[src/rtl/vga_text_writer.sv]
// Command-driven writer for the 80x40 text display: turns put-char, put-run,
// fill and set-cursor commands into per-cell character/colour/cursor writes.
module vga_text_writer #(
    parameter int COLS   = 80,
    parameter int ROWS   = 40,
    parameter int ADDR_W = 12
) (
    input  logic              clk25MHz,
    input  logic              reset_n,
    input  logic              cmd_valid,
    output logic              cmd_ready,
    input  logic [1:0]        cmd_op,
    input  logic [6:0]        cmd_x,
    input  logic [5:0]        cmd_y,
    input  logic [7:0]        cmd_char,
    input  logic [7:0]        cmd_color,
    input  logic [7:0]        cmd_len,
    output logic              wren,
    output logic              wrencolor,
    output logic [ADDR_W-1:0] wraddress,
    output logic [7:0]        wrdata,
    output logic [7:0]        wcolor,
    output logic              wrencursor,
    output logic [1:0]        wcursorAddress,
    output logic [7:0]        wcursor,
    output logic              busy,
    output logic              done,
    output logic              err
);

    typedef enum logic [2:0] {IDLE, PUT, FILL, CUR_X, CUR_Y} state_t;

    localparam logic [1:0]        OP_PUT_CHAR = 2'b00;
    localparam logic [1:0]        OP_PUT_RUN  = 2'b01;
    localparam logic [1:0]        OP_FILL     = 2'b10;
    localparam logic [1:0]        OP_SET_CUR  = 2'b11;
    localparam logic [ADDR_W-1:0] CELLS       = ADDR_W'(COLS * ROWS);
    localparam logic [ADDR_W-1:0] LAST_ADDR   = ADDR_W'(COLS * ROWS - 1);
    localparam logic [6:0]        COLS_X      = 7'(COLS);
    localparam logic [5:0]        ROWS_Y      = 6'(ROWS);

    state_t              state_q, state_d;
    logic [ADDR_W-1:0]   addr_q, addr_d;
    logic [ADDR_W-1:0]   cnt_q, cnt_d;
    logic [7:0]          char_q, char_d;
    logic [7:0]          color_q, color_d;
    logic [6:0]          x_q, x_d;
    logic [5:0]          y_q, y_d;
    logic                done_q, done_d;
    logic                err_q, err_d;
    logic                in_range_s;

    // y*80 + x built from two shifts so no multiplier is inferred.
    function automatic logic [ADDR_W-1:0] cell_addr(input logic [5:0] y, input logic [6:0] x);
        logic [ADDR_W-1:0] yw;
        yw = ADDR_W'(y);
        return (yw << 3'd6) + (yw << 3'd4) + ADDR_W'(x);
    endfunction

    assign in_range_s = (cmd_x < COLS_X) && (cmd_y < ROWS_Y);

    // Next-state and datapath decode for the command sequencer.
    always_comb begin
        state_d = state_q;
        addr_d  = addr_q;
        cnt_d   = cnt_q;
        char_d  = char_q;
        color_d = color_q;
        x_d     = x_q;
        y_d     = y_q;
        done_d  = 1'b0;
        err_d   = 1'b0;
        case (state_q)
            IDLE: begin
                if (cmd_valid && cmd_ready) begin
                    char_d  = cmd_char;
                    color_d = cmd_color;
                    x_d     = cmd_x;
                    y_d     = cmd_y;
                    case (cmd_op)
                        OP_PUT_CHAR, OP_PUT_RUN: begin
                            if (!in_range_s) begin
                                err_d = 1'b1;
                            end else if (cmd_op == OP_PUT_RUN && cmd_len == 8'd0) begin
                                done_d = 1'b1;
                            end else begin
                                state_d = PUT;
                                addr_d  = cell_addr(cmd_y, cmd_x);
                                cnt_d   = (cmd_op == OP_PUT_CHAR) ? ADDR_W'(1) : ADDR_W'(cmd_len);
                            end
                        end
                        OP_FILL: begin
                            state_d = FILL;
                            addr_d  = '0;
                            cnt_d   = CELLS;
                        end
                        OP_SET_CUR: begin
                            if (!in_range_s) begin
                                err_d = 1'b1;
                            end else begin
                                state_d = CUR_X;
                            end
                        end
                        default: err_d = 1'b1;
                    endcase
                end else begin
                    state_d = IDLE;
                end
            end
            PUT, FILL: begin
                addr_d = (addr_q == LAST_ADDR) ? '0 : addr_q + ADDR_W'(1);
                cnt_d  = cnt_q - ADDR_W'(1);
                if (cnt_q == ADDR_W'(1)) begin
                    state_d = IDLE;
                    done_d  = 1'b1;
                end else begin
                    state_d = state_q;
                end
            end
            CUR_X: state_d = CUR_Y;
            CUR_Y: begin
                state_d = IDLE;
                done_d  = 1'b1;
            end
            default: state_d = IDLE;
        endcase
    end

    // State and datapath registers; reset aborts any command in flight.
    always_ff @(posedge clk25MHz or negedge reset_n) begin
        if (!reset_n) begin
            state_q <= IDLE;
            addr_q  <= '0;
            cnt_q   <= '0;
            char_q  <= 8'd0;
            color_q <= 8'd0;
            x_q     <= 7'd0;
            y_q     <= 6'd0;
            done_q  <= 1'b0;
            err_q   <= 1'b0;
        end else begin
            state_q <= state_d;
            addr_q  <= addr_d;
            cnt_q   <= cnt_d;
            char_q  <= char_d;
            color_q <= color_d;
            x_q     <= x_d;
            y_q     <= y_d;
            done_q  <= done_d;
            err_q   <= err_d;
        end
    end

    // Outputs decode directly from registered state, so strobes are glitch-free.
    assign cmd_ready      = (state_q == IDLE) && !done_q && !err_q;
    assign wren           = (state_q == PUT) || (state_q == FILL);
    assign wrencolor      = wren;
    assign wraddress      = addr_q;
    assign wrdata         = char_q;
    assign wcolor         = color_q;
    assign wrencursor     = (state_q == CUR_X) || (state_q == CUR_Y);
    assign wcursorAddress = {1'b0, state_q == CUR_Y};
    assign wcursor        = (state_q == CUR_X) ? {1'b0, x_q} :
                            (state_q == CUR_Y) ? {2'b00, y_q} : 8'd0;
    assign busy           = (state_q != IDLE);
    assign done           = done_q;
    assign err            = err_q;

endmodule

[config.mk]
export PLATFORM = sky130hd
export DESIGN_NAME = vga_text_writer
export DESIGN_NICKNAME = d
export VERILOG_FILES = /design/src/rtl/vga_text_writer.sv
export SDC_FILE = /design/constraint.sdc
export NUM_CORES = 1
export LEC_CHECK = 0
export ABC_AREA = 1
export CORE_AREA = 2 2 89 91
export CTS_BUF_LIST = sky130_fd_sc_hd__clkbuf_4 sky130_fd_sc_hd__clkbuf_8 sky130_fd_sc_hd__clkbuf_16
export DETAILED_ROUTE_END_ITERATION = 10
export DIE_AREA = 0 0 91 93
export PLACE_DENSITY = 0.79
export SLEW_MARGIN = 20
export SYNTH_ARGS = -nofsm -noshare
export SYNTH_HDL_FRONTEND = slang
export SYNTH_SLANG_ARGS = --single-unit
[constraint.sdc]
create_clock -name clk25MHz -period 1.7 [get_ports clk25MHz]
set_input_delay 0.34 -clock clk25MHz [delete_from_list [all_inputs] [get_ports clk25MHz]]
set_output_delay 0.34 -clock clk25MHz [all_outputs]
set_load 0.03 [all_outputs]
* After elaboration in Yosys (flattened, before gate mapping)
Cells that the tools add are included.
** Word-level totals
- Input port bits :: 42
- Output and inout port bits :: 45
- Word-level logic and storage cells :: 83
- Register bits after elaboration :: 58
** Operators by class
- Reductions and logical operators :: 20
- Muxes and demuxes :: 31
- Magnitude comparators :: 2
- $add $sub $neg :: 4
- Equality and inequality tests :: 17
** Operator list (number)
- case mux 12 bit (2 select lines) :: 4
- two-way mux 12 bit :: 7
- case mux 3 bit (3 select lines) :: 2
- two-way mux 3 bit :: 5
- adder 12 x 1 -> 12 bit (second input constant) :: 1
- adder 12 x 10 -> 12 bit :: 1
- adder 12 x 7 -> 12 bit :: 1
- == test 12 x 1 -> 1 bit (second input constant) :: 1
- == test 12 bit (second input constant) :: 1
- != test 4 bit (second input constant) :: 3
- subtractor 12 x 1 -> 12 bit (second input constant) :: 1
- two-way mux 1 bit :: 9
- logical NOT 8 bit :: 1
- two-way mux 8 bit :: 1
- less-than comparator 7 bit (second input constant) :: 1
- two-way mux 7 bit :: 1
- == test 3 x 2 -> 1 bit (second input constant) :: 2
- less-than comparator 6 bit (second input constant) :: 1
- two-way mux 6 bit :: 1
- != test 3 bit (second input constant) :: 2
- logical AND 1 bit :: 5
- AND reduction 5 bit :: 1
- == test 2 bit (second input constant) :: 2
- != test 2 bit (second input constant) :: 2
- 15 further kinds :: 18

* Logic depth before layout (Yosys ltp)
- Depth after elaboration :: 7
- Gate-level depth with buffers :: 14
- Gate-level depth less buffers :: 14

* Worst setup path after synthesis
OpenSTA, ideal clock, no wires.
- Kind :: reg2out
- Start :: reg state_q[1]
- End :: out wcursor[0]
- Buffers on the path :: 0
- Stages on the path, launching flop included :: 5
- Data arrival time :: 1.689 ns
- Required time :: 1.360 ns
- Path slack :: -0.329 ns
- Cells stage by stage :: dfrtp_1 nor2_4 inv_1 nor2_1 a22o_1
** Between the ends
- Word-level cells in the longest chain between the ends :: 3
- Elaborated cells between the ends (all ways) :: 4
- Those cells by class :: 2 x eq/ne; 2 x mux
** RTL lines
- from (decl) :: RTL line 42 : state_t state_q, state_d;
- from (signal assigned) :: RTL line 142 : state_q <= state_d;
- == test 3 bit
- named net wcursorAddress[0] :: RTL line 24 : output logic [1:0] wcursorAddress,
- two-way mux 6 bit :: RTL line 164 : (state_q == CUR_Y) ? {2'b00, y_q} : 8'd0;
- two-way mux 7 bit :: RTL line 163 : assign wcursor = (state_q == CUR_X) ? {1'b0, x_q} :
- to (decl) :: RTL line 25 : output logic [7:0] wcursor,
The timed path passes the listed nets, and every way through them passes these cells.

* Worst setup path in the final report
- Start :: reg state_q[1]
- End :: out wcursor[5]
** Between the ends
- Word-level cells in the longest chain between the ends :: 3
- Elaborated cells between the ends (all ways) :: 4
- Those cells by class :: 2 x eq/ne; 2 x mux
** RTL lines (RTL line)
- == test 3 bit :: 164
- two-way mux 6 bit :: 164
- two-way mux 7 bit (*) :: 163
Every way passes the cells marked *; elsewhere a longest branch is shown, timed or not.

==> impl_metrics.toml <==
[global_routing]
track_usage_pct = 26.2
grt_max_degree = 37
grt_antenna_before_repair = 0
grt_pass1_vias = 3879
grt_pass1_wl_um = 17900
grt_overflow_total = 0

[floorplanning]
core_region_area_mm2 = 0.00753
start_util_pct = 48.4
die_w_um = 91
io_pins = 87
die_h_um = 93
dieArea_mm2 = 0.00846
placementRows = 32

[timing]
finalSetupTns_ns = -1.59
period_share_pct = 111
hold_viol_final = 0
setup_viol = 14
finalCriticalPeriod_ns = 1.89
slew_violations = 0
fin_skew_ns = 0.00936
fmax_ghz = 0.530
finalWorstSetupSlack_ns = -0.188
rsz0062_at_grt = "yes"

[yosys]
synthesis.area_mm2 = 0.00364
synth_warnings = 0
synth-seq-cells = 58
syn_avg_cell_area_um2 = 7.13
yosysSeqAreaShare_pct = 39.9
syn_inst = 511
synth.distinct_cells = 34

[cells_and_area]
area_growth_pct = 55.5
fin_nets = 725
drive_above_1_share_pct = 26.8
fillCellCount = 527
instances_no_fill = 774
num_antenna_cells = 0
final_area_mm2 = 0.00566

[critical_path]
cp_slowest_cell = "dfrtp_1"
endpoint_kind = "output port"
r2r_cells = 11
path_max_fanout = 8
critPathMaxStageDelay_ns = 0.43
cp_common_cell = "nor2_4"
start_kind = "register"
crit_required_ns = 1.36
path_cells = "nor2_4, inv_2, nor2_4, a22o_1, buf_6"
critical_path_class = "register to output port"
cp.arrival_ns = 1.55

[clock_tree]
clk_pin_slew_ns = 0.07
clock_latency_ns = 0.35
htreeDepth = 3
cts_root_buf = "clkbuf_8"
cts_buffer_depth = 2
clkSinkCount = 58
cts-buffers-inserted = 9
cts_tree = "built"

[placement]
dpl.cell_count = 729
portBuffers = 84
placed_cell_area_mm2 = 0.00490
post-dp-hpwl_um = 7360
globalplace.congestion = 0.938

[detailed_routing]
post_drt_wl_per_cell_um = 15.6
dr.pass1.iters = 7
drtAntennaViolNets = 0
drt_iter0_drc = 311
routed_wl_um = 12100
drc = 0
viasPerCell = 5.33
num_vias = 4123

[worst_hold_path]
worstHoldPathCells = 3
hold_class = "input port to register"

[power_and_ir_drop]
vdd.ir_drop.worst_v = 0.00108
p_per_area_mw_per_mm2 = 1780
leakage_nw = 2.99

[run_status]
status = "finished with violations"
violations = "negative setup slack"

[flow_run]
maxCapViolCount = 0
final timing paths:
check | start | to | slack, ns
max | state_q[1] | wcursor[5] | -0.19
min | cmd_y[2] | y_q[2] | 0.25
max reg2reg | state_q[1] | cnt_q[7] | -0.01
min reg2reg | wcolor[5] | wcolor[5] | 0.49
max in group asynchronous | reset_n | wraddress[0] | 0.93
min in group asynchronous | reset_n | wcolor[5] | 0.34
through the flow:
| step | util [%] | setup WS [ns] | power [mW] | hold WS [ns] |
|---|---|---|---|---|
| 2_1_floorplan | - | -0.153 | 5.99 | 0.0444 |
| 3_3_place_gp | 65.1 | -0.829 | 7.72 | 0.173 |
| 3_5_place_dp | 65.1 | -0.931 | 7.86 | 0.171 |
| 4_1_cts | 71.6 | -0.146 | 9.24 | 0.251 |
| 5_1_grt | 75.2 | -0.248 | 10.7 | 0.244 |
| 6_report | 75.2 | -0.188 | 10.1 | 0.248 |
cell usage after synthesis:
cell type / count / area (um^2)
o21ai_1: 4 / 20.0
nor3_4: 1 / 16.3
fa_1: 2 / 40.0
or2_2: 4 / 25.0
nor2_2: 1 / 6.26
o211ai_1: 1 / 7.51
dfrtp_1: 58 / 1450
a22oi_1: 1 / 7.51
a22o_1: 6 / 52.6
nor2_4: 4 / 45.0
conb_1: 1 / 3.75
o21ai_0: 19 / 95.1
a21o_2: 1 / 8.76
o21ai_2: 2 / 17.5
inv_4: 1 / 6.26
nor2_1: 40 / 150
nand2_1: 214 / 803
nand4_1: 12 / 75.1
buf_2: 5 / 25.0
xor2_1: 2 / 17.5
a21oi_1: 7 / 35.0
buf_4: 6 / 45.0
nand2_2: 2 / 12.5
buf_6: 2 / 22.5
xnor2_1: 3 / 26.3
nor3_1: 2 / 10.0
inv_1: 55 / 206
clkbuf_1: 1 / 3.75
o21bai_1: 3 / 22.5
nand3_2: 1 / 10.0
nand2_4: 2 / 22.5
nand3b_1: 2 / 15.0
nand3_1: 32 / 160
ha_1: 14 / 175
critical path: cells and delay by family, from the launching register on:
family	cells	cell delay (ns)
AO/OA/AOI/OAI	1	0.20
buffers and inverters	2	0.20
flip-flops	1	0.43
AND/OR/NAND/NOR	2	0.37
cell families (layout without fill, tap and decap cells):
logic type	after synthesis	count (layout)	synth area share (%)
other	1	2	0.103
DFF	58	58	39.9
AOI/OAI and AO/OA	44	44	7.32
and+or+nand+nor	317	317	37.1
buffers and inverters	70	230	8.49
adders and majority gates	16	16	5.91
xor gates and xnor gates	5	5	1.20
what timing repair did:
item | CTS | global route
pin swaps | 18 | 36
buffers inserted | 23 | 3
cloned | 0 | 3
endpoints found under the setup margin | 47 | 55
hold buffers | 1 | 0
endpoints found under the hold margin | 2 | 0
resized for setup | 90 | 56
routing by layer:
metal	vias up	global-route usage, %	part of all wire (%)
li1	1930	-	-
met3	50	5.72	6.1
met5	-	0	0
met2	207	45.9	51
met1	1936	31.7	39
met4	0	10.1	4.1
registers in the layout, summed over array words and instances (netlist names):
| register | count |
|---|---|
| cnt_q | 12 |
| done | 1 |
| err | 1 |
| state_q | 3 |
| wcolor | 8 |
| wraddress | 12 |
| wrdata | 8 |
| x_q | 7 |
| y_q | 6 |
cell type report:
type / instances / area, um^2 / share of cell area, %
multi-input combinational: 384 / 2140 / 37.8
timing repair buffer: 158 / 1520 / 26.9
sequential: 58 / 1460 / 25.7
inverter: 56 / 235 / 4.15
tap: 102 / 128 / 2.25
clock buffer: 9 / 124 / 2.19
clock inverter: 7 / 56.3 / 0.994
cell usage in the layout (no fill, tap or decap), types with 3 or more instances in the layout:
master / n
a21oi_1: 7
a22o_1: 6
buf_12: 6
buf_2: 4
buf_4: 58
buf_6: 18
buf_8: 4
clkbuf_8: 9
clkdlybuf4s50_1: 31
clkinv_4: 3
clkinvlp_4: 4
dfrtp_1: 55
dfrtp_2: 3
dlygate4sd2_1: 29
dlymetal6s2s_1: 4
ha_1: 5
ha_4: 8
inv_1: 44
inv_2: 7
nand2_1: 199
nand2_2: 14
nand2_8: 3
nand3_1: 25
nand3_2: 8
nand4_1: 12
nor2_1: 37
nor2_4: 7
o21ai_0: 17
o21ai_1: 3
o21ai_2: 5
o21bai_1: 3
or2_2: 3
xnor2_1: 3
where the power goes:
part	leakage, nW	internal (mW)	total, mW	switching [mW]
sequential	0.729	2.01	2.55	0.543
combinational	2.19	2.57	6.36	3.79
clock	0.0777	0.534	1.18	0.646
total	2.99	5.11	10.1	4.98
No activity file was read; power rests on OpenSTA's default activity.
